`src/rtl/mult_pkg.sv`:
```
`default_nettype none
// ============================================================================
//  Module      : mult_pkg
//  Description : Shared types and helpers for the sequential shift-and-add
//                multiplier family (state encoding, counter sizing).
//  Revision    : 1.0 - initial release
// ============================================================================
package mult_pkg;

  // State encodings, kept as named constants so other variants share them
  localparam logic [1:0] ST_IDLE_ENC = 2'b00;
  localparam logic [1:0] ST_CALC_ENC = 2'b01;
  localparam logic [1:0] ST_DONE_ENC = 2'b10;

  typedef enum logic [1:0] {
    ST_IDLE = ST_IDLE_ENC,
    ST_CALC = ST_CALC_ENC,
    ST_DONE = ST_DONE_ENC
  } state_e;

  // Ceiling log2; clog2(WIDTH+1) bits hold a count running from WIDTH to 0
  function automatic int clog2(input int value);
    int result;
    result = 0;
    while ((1 << result) < value) begin
      result = result + 1;
    end
    return result;
  endfunction

endpackage : mult_pkg
`default_nettype wire

```
`src/rtl/mult_add_step.sv`:
```
`default_nettype none
// ============================================================================
//  Module      : mult_add_step
//  Description : One partial-product step: conditionally adds the multiplicand,
//                shifted left by 'shift', into a double-width accumulator.
//  Revision    : 1.0 - initial release
// ============================================================================
module mult_add_step #(
  parameter int WIDTH    = 8,
  parameter int SHIFT_W  = 4
) (
  input  logic [2*WIDTH-1:0] acc,
  input  logic [WIDTH-1:0]   mcand,
  input  logic               add_bit,
  input  logic [SHIFT_W-1:0] shift,
  output logic [2*WIDTH-1:0] acc_next
);

  logic [2*WIDTH-1:0] w_partial;

  // Zero-extend before shifting so no multiplicand bits are lost off the top
  assign w_partial = {{WIDTH{1'b0}}, mcand} << shift;

  // The accumulator is 2*WIDTH bits wide, so the sum of all partial products
  // of two WIDTH-bit operands always fits without wrapping
  always_comb begin
    acc_next = acc;
    if (add_bit) begin
      acc_next = acc + w_partial;
    end
  end

endmodule : mult_add_step
`default_nettype wire

```
`src/rtl/seq_shift_add_multiplier.sv`:
```
`default_nettype none
// ============================================================================
//  Module      : seq_shift_add_multiplier
//  Description : Sequential unsigned shift-and-add multiplier with valid/ready
//                request (A, B) and response (P) ports. One operation in
//                flight; optional early exit when remaining multiplier bits
//                are all zero.
//  Revision    : 1.0 - initial release
// ============================================================================
module seq_shift_add_multiplier
  import mult_pkg::*;
#(
  parameter int WIDTH      = 8,
  parameter bit EARLY_EXIT = 1'b0
) (
  input  logic               clk,
  input  logic               rst_n,
  input  logic               in_valid,
  output logic               in_ready,
  input  logic [WIDTH-1:0]   A,
  input  logic [WIDTH-1:0]   B,
  output logic               out_valid,
  input  logic               out_ready,
  output logic [2*WIDTH-1:0] P,
  output logic               busy
);

  localparam int             CW         = clog2(WIDTH + 1);
  localparam logic [CW-1:0]  C_CNT_INIT = CW'(WIDTH);

  state_e             state_q,  state_d;
  logic [WIDTH-1:0]   mcand_q,  mcand_d;
  logic [WIDTH-1:0]   mplier_q, mplier_d;
  logic [2*WIDTH-1:0] acc_q,    acc_d;
  logic [CW-1:0]      cnt_q,    cnt_d;
  logic [2*WIDTH-1:0] p_q,      p_d;

  logic [CW-1:0]      w_shift;
  logic [CW-1:0]      w_cnt_dec;
  logic [WIDTH-1:0]   w_mplier_shr;
  logic [2*WIDTH-1:0] w_acc_next;
  logic               w_last_step;

  // Bit position being processed: 0 on the first CALC cycle, WIDTH-1 on the last
  assign w_shift      = C_CNT_INIT - cnt_q;
  assign w_cnt_dec    = cnt_q - CW'(1);
  assign w_mplier_shr = mplier_q >> 1;
  assign w_last_step  = (w_cnt_dec == '0) ||
                        (EARLY_EXIT && (w_mplier_shr == '0));

  mult_add_step #(
    .WIDTH   (WIDTH),
    .SHIFT_W (CW)
  ) u_add_step (
    .acc      (acc_q),
    .mcand    (mcand_q),
    .add_bit  (mplier_q[0]),
    .shift    (w_shift),
    .acc_next (w_acc_next)
  );

  // Next-state, datapath and handshake decisions
  always_comb begin
    state_d  = state_q;
    mcand_d  = mcand_q;
    mplier_d = mplier_q;
    acc_d    = acc_q;
    cnt_d    = cnt_q;
    p_d      = p_q;
    case (state_q)
      ST_IDLE: begin
        // in_ready is high throughout IDLE, so in_valid alone completes the handshake
        if (in_valid) begin
          mcand_d  = A;
          mplier_d = B;
          acc_d    = '0;
          cnt_d    = C_CNT_INIT;
          state_d  = ST_CALC;
        end
      end
      ST_CALC: begin
        acc_d    = w_acc_next;
        mplier_d = w_mplier_shr;
        cnt_d    = w_cnt_dec;
        if (w_last_step) begin
          // P is loaded only here so it holds its last value through IDLE
          p_d     = w_acc_next;
          state_d = ST_DONE;
        end
      end
      ST_DONE: begin
        if (out_ready) begin
          state_d = ST_IDLE;
        end
      end
      default: begin
        state_d = ST_IDLE;
      end
    endcase
  end

  // State and datapath registers; reset abandons any operation in progress
  always_ff @(posedge clk or negedge rst_n) begin
    if (!rst_n) begin
      state_q  <= ST_IDLE;
      mcand_q  <= '0;
      mplier_q <= '0;
      acc_q    <= '0;
      cnt_q    <= '0;
      p_q      <= '0;
    end else begin
      state_q  <= state_d;
      mcand_q  <= mcand_d;
      mplier_q <= mplier_d;
      acc_q    <= acc_d;
      cnt_q    <= cnt_d;
      p_q      <= p_d;
    end
  end

  assign in_ready  = (state_q == ST_IDLE);
  assign out_valid = (state_q == ST_DONE);
  assign busy      = (state_q != ST_IDLE);
  assign P         = p_q;

endmodule : seq_shift_add_multiplier
`default_nettype wire

```
`config.mk`:
```
export PLATFORM = sky130hd
export DESIGN_NAME = seq_shift_add_multiplier
export DESIGN_NICKNAME = d
export VERILOG_FILES = /design/src/rtl/mult_pkg.sv /design/src/rtl/mult_add_step.sv /design/src/rtl/seq_shift_add_multiplier.sv
export SDC_FILE = /design/constraint.sdc
export NUM_CORES = 1
export LEC_CHECK = 0
export ABC_AREA = 1
export CORE_UTILIZATION = 39
export DETAILED_ROUTE_END_ITERATION = 7
export HOLD_SLACK_MARGIN = 0.08
export PLACE_DENSITY_LB_ADDON = 0.3
export SLEW_MARGIN = 15
export SYNTH_ARGS = -nofsm -noshare
export SYNTH_HDL_FRONTEND = slang
export SYNTH_HIERARCHICAL = 1
export SYNTH_SLANG_ARGS = --single-unit
export TNS_END_PERCENT = 100
```
`constraint.sdc`:
```
create_clock -name clk -period 5.45 [get_ports clk]
set_input_delay 1.09 -clock clk [delete_from_list [all_inputs] [get_ports clk]]
set_output_delay 1.09 -clock clk [all_outputs]
set_load 0.01 [all_outputs]
```
Word-level counts from Yosys, hierarchy flattened:

Cells that the tools add are included.

* divide/modulo/power cells: 0
* bitwise logic cells: 0
* reduce and logical (&&, ||, !) cells: 8
* magnitude comparators: 0
* add/sub/neg operators: 3
* muxes and demuxes: 11
* shifts and indexed selects: 1
* equality and inequality tests: 5
* $mul: 0

Operators with widths (count)
* 16-bit 2-to-1 mux: 2
* 16-bit case mux with 2 select lines: 1
* 16-bit adder: 1
* 8-bit case mux with 2 select lines: 1
* 8-bit by 4-bit left shift with 16-bit output: 1
* 8-bit 2-to-1 mux: 1
* 4-bit case mux with 2 select lines: 1
* 2-bit 2-to-1 mux: 3
* 2-bit case mux with 3 select lines: 1
* 2-bit AND reduction: 3
* 4-bit logical NOT: 1
* 4-bit 2-to-1 mux: 1
* 2-bit inequality test (second input constant): 2
* 2-bit nonzero test: 2
* 4-bit by 1-bit subtractor with 4-bit output (second input constant): 1
* 4-bit subtractor (first input constant): 1
* 3-bit AND reduction: 1
* 2-bit by 1-bit equality test with 1-bit output (second input constant): 1
* 2-bit equality test (second input constant): 1
* 2-bit logical NOT: 1
* 2-bit by 1-bit inequality test with 1-bit output (second input constant): 1

* word-level logic and storage cells: 34
* input bits: 20
* bits in latches: 0
* register bits: 54
* memories: 0
* ROM bits: 0
* memory bits (writable): 0
* output and inout port bits: 19

Depth between registers and ports, before layout:

* depth after elaboration: 5
* mapped depth: 25
* gate-level depth less buffers: 22

Cells and area by module:

Netlist, hierarchy kept.

By module, submodules not included
* seq_shift_add_multiplier: times used 1, area each 2311.0 um^2, seq. area each 1351.3 um^2, cells an instance 217
* mult_add_step: times used 1, area each 1495.2 um^2, seq. area each 0.0 um^2, cells an instance 268

Least setup slack after synthesis:

Ideal clock, no wire load.

* path type: register -> register
* start point: register cnt_q[2]
* end point: register acc_q[13]
* path buffers: 3
* arrival time: 2.848 ns
* period minus slack after synthesis: 2.969 ns
* required time: 5.329 ns
* library setup time: 0.121 ns
* stages on the path, launching flop included: 21
* path slack: 2.481 ns
* cells stage by stage: dfrtp_1 -> nor2_1 -> nand3_1 -> nand2_1 -> buf_6 -> buf_6 -> inv_1 -> buf_6 -> nor2_1 -> inv_2 -> o221ai_1 -> ha_1 -> nand2_1 -> inv_2 -> a21oi_2 -> inv_2 -> a21oi_2 -> nand3_1 -> nand3_1 -> nand2_1 -> a22o_1

* word-level cells in the longest chain between the ends: 5

Ends and longest elaborated chain
* start: declaration: RTL line seq_shift_add_multiplier.sv:35 `logic [CW-1:0] cnt_q, cnt_d;`
* start signal: assignment: RTL line seq_shift_add_multiplier.sv:116 `cnt_q <= cnt_d;`
* 4-bit subtractor: RTL line seq_shift_add_multiplier.sv:45 `assign w_shift = C_CNT_INIT - cnt_q;`
* via w_shift[3]: RTL line seq_shift_add_multiplier.sv:38 `logic [CW-1:0] w_shift;`
* 8-bit by 4-bit left shift with 16-bit output: RTL line mult_add_step.sv:22 `assign w_partial = {{WIDTH{1'b0}}, mcand} << shift;`
* 16-bit adder: RTL line mult_add_step.sv:29 `acc_next = acc + w_partial;`
* 16-bit 2-to-1 mux: RTL line mult_add_step.sv:28 `if (add_bit) begin`
* via w_acc_next[13]: RTL line seq_shift_add_multiplier.sv:41 `logic [2*WIDTH-1:0] w_acc_next;`
* 16-bit case mux with 2 select lines: RTL line seq_shift_add_multiplier.sv:70 `case (state_q)`
* end signal: assignment: RTL line seq_shift_add_multiplier.sv:108 `acc_q <= '0;`
* end signal: assignment: RTL line seq_shift_add_multiplier.sv:115 `acc_q <= acc_d;`
* end: declaration: RTL line seq_shift_add_multiplier.sv:34 `logic [2*WIDTH-1:0] acc_q, acc_d;`

The timed path passes the listed nets, and every way through them passes these cells.
A chain may end at the register's enable or synchronous reset.

Final worst setup path:

* start point: register cnt_q[0]
* end point: register acc_q[15]

The elaborated chain is that of the path after synthesis.

==> out/metrics.cfg <==
[clock_tree]
post_cts.repair.setup_buffers = 0
cts.sink_count = 54
cts_hold_buffers = 0
root_buffer_cell = sky130_fd_sc_hd__clkbuf_8
worst_skew_pair.late_latency_ps = 320
clock_path_buffers = 2
clk_pin_slew_ps = 100
cts-buffers-inserted = 5
h-tree-depth = 2
ctsResizeCount = 0
tritoncts = done

[floorplanning]
top_level_i_o_count = 39
design.die.area_um2 = 10200
effective_utilization_at_floorplan = 0.408
die-width_um = 101
rows = 35
floorplan.core_area_um2 = 9330
die_height_um = 101

[synth]
postSynth.asyncResetShare = 1.00
netlist_area_um2 = 3810
synth_seq_cells = 54
post_synth_num_cell_types = 45
ys.warnings.count = 6
mappedNetlistNets = 524
netlist.area_leader.share = 0.355
synth.area.top_cells = sky130_fd_sc_hd__dfrtp_1 (36%), sky130_fd_sc_hd__nand2_1 (15%), sky130_fd_sc_hd__ha_1 (5.9%)
ys_top_cells_by_count = sky130_fd_sc_hd__nand2_1 (154), sky130_fd_sc_hd__dfrtp_1 (54), sky130_fd_sc_hd__inv_1 (36), sky130_fd_sc_hd__nand3_1 (27), sky130_fd_sc_hd__nor2_1 (23)
post-synth-top-count-cell = sky130_fd_sc_hd__nand2_1
synthesis.instances = 485
ys_dominant_reg_cell = sky130_fd_sc_hd__dfrtp_1
synth_sequential_area_ratio = 0.355
synthDominantAreaCellType = sky130_fd_sc_hd__dfrtp_1
synth-edff-count = 0
postSynthAreaPerCell_um2 = 7.85

[layout]
design.final.nets = 555
final_layout_size_suffix_gt1_frac = 0.133
syn2layout_area_growth_pct = 12.9
n_antenna_cell = 0

[pwr]
max-vdd-ir-drop_mv = 0.282
sequentialPowerShare = 0.232
power-per-cell-area_nw_per_um2 = 699
internal_power_mw = 1.41
clock_power_share = 0.077
total_power_mw = 3.00
portion_of_total_power_attributed_to_combinational_logic = 0.692
total_leakage_power_nw = 2.15
power.share.switching = 0.530
net-switching-power_mw = 1.59

[timing]
fmax_mhz = 259
maxSlewHeadroom = 0.541
final-max-slew-violation-count = 0
timing_hold_violations_final = 0
fin_setup_tns_ps = 0
finClkSkew_ps = 10.5
rsz0062_at_grt = no
transition_at_the_pin_with_the_smallest_max_transition_slack_ps = 688
final-setup-viol-count = 0
min_period_ps = 3860
post-route-period-util = 0.709

[detailed_routing]
detail_route.first_pass.iterations = 4
detailroute.via_count = 3330
initialDrtViolationCount = 162
routed_wire_length_um = 8690
drt_drc_violations_left = 0
viasPerCell = 5.15
dr_wl_cell_um = 13.4
antenna_violating_nets_post_route = 0

[critical_path]
timing.rr.start = cnt_q[0]
critPathArrivalTime_ps = 4070
setup.worst_path.start = cnt_q[0]
critical_path.max_fanout = 13
required_worst_endpoint_ps = 5660
startpoint_type = register
r2r_slack_ps = 1590
timing.setup.critical_path_class = reg -> reg
worst_setup_path_end_kind = register

[status]
run_status = complete, no violations

[global_routing]
grt-ovfl-total = 0
global_route_wire_length_before_repair_um = 15000
antenna_found_initial = 0
grt_usage = 0.187
first_global_vias = 3243
grt_start_max_net_pins = 55

[worst_hold_path]
min-delay-start = P[6]
timing.hold.worst.class = reg -> reg

[placed_design]
globalplace.congestion = 0.921
portBuffers = 38
dp_hpwl_um = 6560

[run]
cap_viol_max_count = 0

[state kept, by name (all words and copies together), names as in the netlist]
signal	count
acc_q	16
mplier_q	8
cnt_q	4
state_q	2
mcand_q	8
P	16
[final cells by class]
cell class / instances / area [µm²]
fillers: 947 / 5030
multi-input cells: 369 / 2120
flip-flops and latches: 54 / 1350
repair buffers: 40 / 390
inverters: 46 / 183
well taps: 129 / 161
clock buffers: 6 / 72.6
clock inverters: 2 / 13.8
[metrics by stage]
step / utilization / cell area, µm² / hold WS (ps) / cells / setup slack, ps
6_report: 0.460 / 4300 / 481 / 646 / 1590
5_1_grt: 0.460 / 4300 / 512 / 646 / 1220
4_1_cts: 0.460 / 4300 / 486 / 646 / 1630
3_5_place_dp: 0.451 / 4210 / 461 / 638 / 1650
3_3_place_gp: 0.451 / 4210 / 455 / 638 / 1650
2_1_floorplan: - / 3810 / 465 / 485 / 2480
[critical path, stage by stage, from the launching register on]
cell and delay, ps:
sky130_fd_sc_hd__dfrtp_1 680, sky130_fd_sc_hd__inv_1 180, sky130_fd_sc_hd__ha_1 250, sky130_fd_sc_hd__xnor2_1 390, sky130_fd_sc_hd__inv_2 170, sky130_fd_sc_hd__nor2_1 280
sky130_fd_sc_hd__inv_2 90, sky130_fd_sc_hd__o221ai_1 290, sky130_fd_sc_hd__ha_1 350, sky130_fd_sc_hd__nand2_1 90, sky130_fd_sc_hd__nand2_1 90, sky130_fd_sc_hd__nand2_1 120
sky130_fd_sc_hd__nand2_1 60, sky130_fd_sc_hd__a21oi_1 160, sky130_fd_sc_hd__nand2_2 90, sky130_fd_sc_hd__inv_1 60, sky130_fd_sc_hd__nand2_1 50, sky130_fd_sc_hd__nand3_1 60
sky130_fd_sc_hd__nand2_1 80, sky130_fd_sc_hd__a22o_1 230
[cells in the final DEF (no fill, tap or decap), drive strengths merged]
master,synthesis,routed
o221ai,2,2
o21ai,33,33
clkinv,0,2
mux2i,1,1
xnor2,7,7
nand2,173,173
inv,46,46
a21o,2,2
ha,18,18
a31oi,1,1
o21bai,1,1
clkbuf,4,6
clkdlybuf4s50,0,37
o211ai,1,1
nand4,20,20
buf,12,3
mux2,8,8
nor3,2,2
a22o,16,16
and3,1,1
nand3b,1,1
fa,1,1
or2,2,2
nand3,35,35
a21oi,13,13
o22ai,3,3
nor2,27,27
dfrtp,54,54
and2,1,1
[layer usage]
| metal | track usage | wire [µm] | share of wire |
|---|---|---|---|
| met4 | 0.0591 | 172 | 0.020 |
| met3 | 0.0277 | 246 | 0.028 |
| met5 | 0 | 0 | 0 |
| met2 | 0.335 | 4290 | 0.49 |
| met1 | 0.232 | 3970 | 0.46 |
[path summary, 6_finish.rpt]
check,endpoint,cells after the start
worst max-delay path,acc_q[15],19
worst min-delay path,P[6],2
worst min register to register,P[6],2
min in group asynchronous,acc_q[13],2
worst max register to register,acc_q[15],19
max in group asynchronous,mcand_q[7],2
[cells by family (layout without fill, tap and decap cells)]
kind of cell	count (synthesis)	after routing	share of synthesized area
and+or+nand+nor	262	262	0.324
AOI/OAI and AO/OA	72	72	0.127
buffers and inverters	62	94	0.0871
DFF	54	54	0.355
adders and majority gates	19	19	0.0644
muxes	9	9	0.0263
xor gates and xnor gates	7	7	0.0161
[power by group through the flow]
stage	sequential, mW	clock, mW	combinational [mW]
2_1_floorplan	0.674	0	1.68
3_3_place_gp	0.702	0	2.04
3_5_place_dp	0.706	0	2.07
4_1_cts	0.698	0.241	2.08
5_1_grt	0.721	0.254	2.33
6_report	0.695	0.231	2.08
Note: power is estimated with default switching activity, not from simulation.
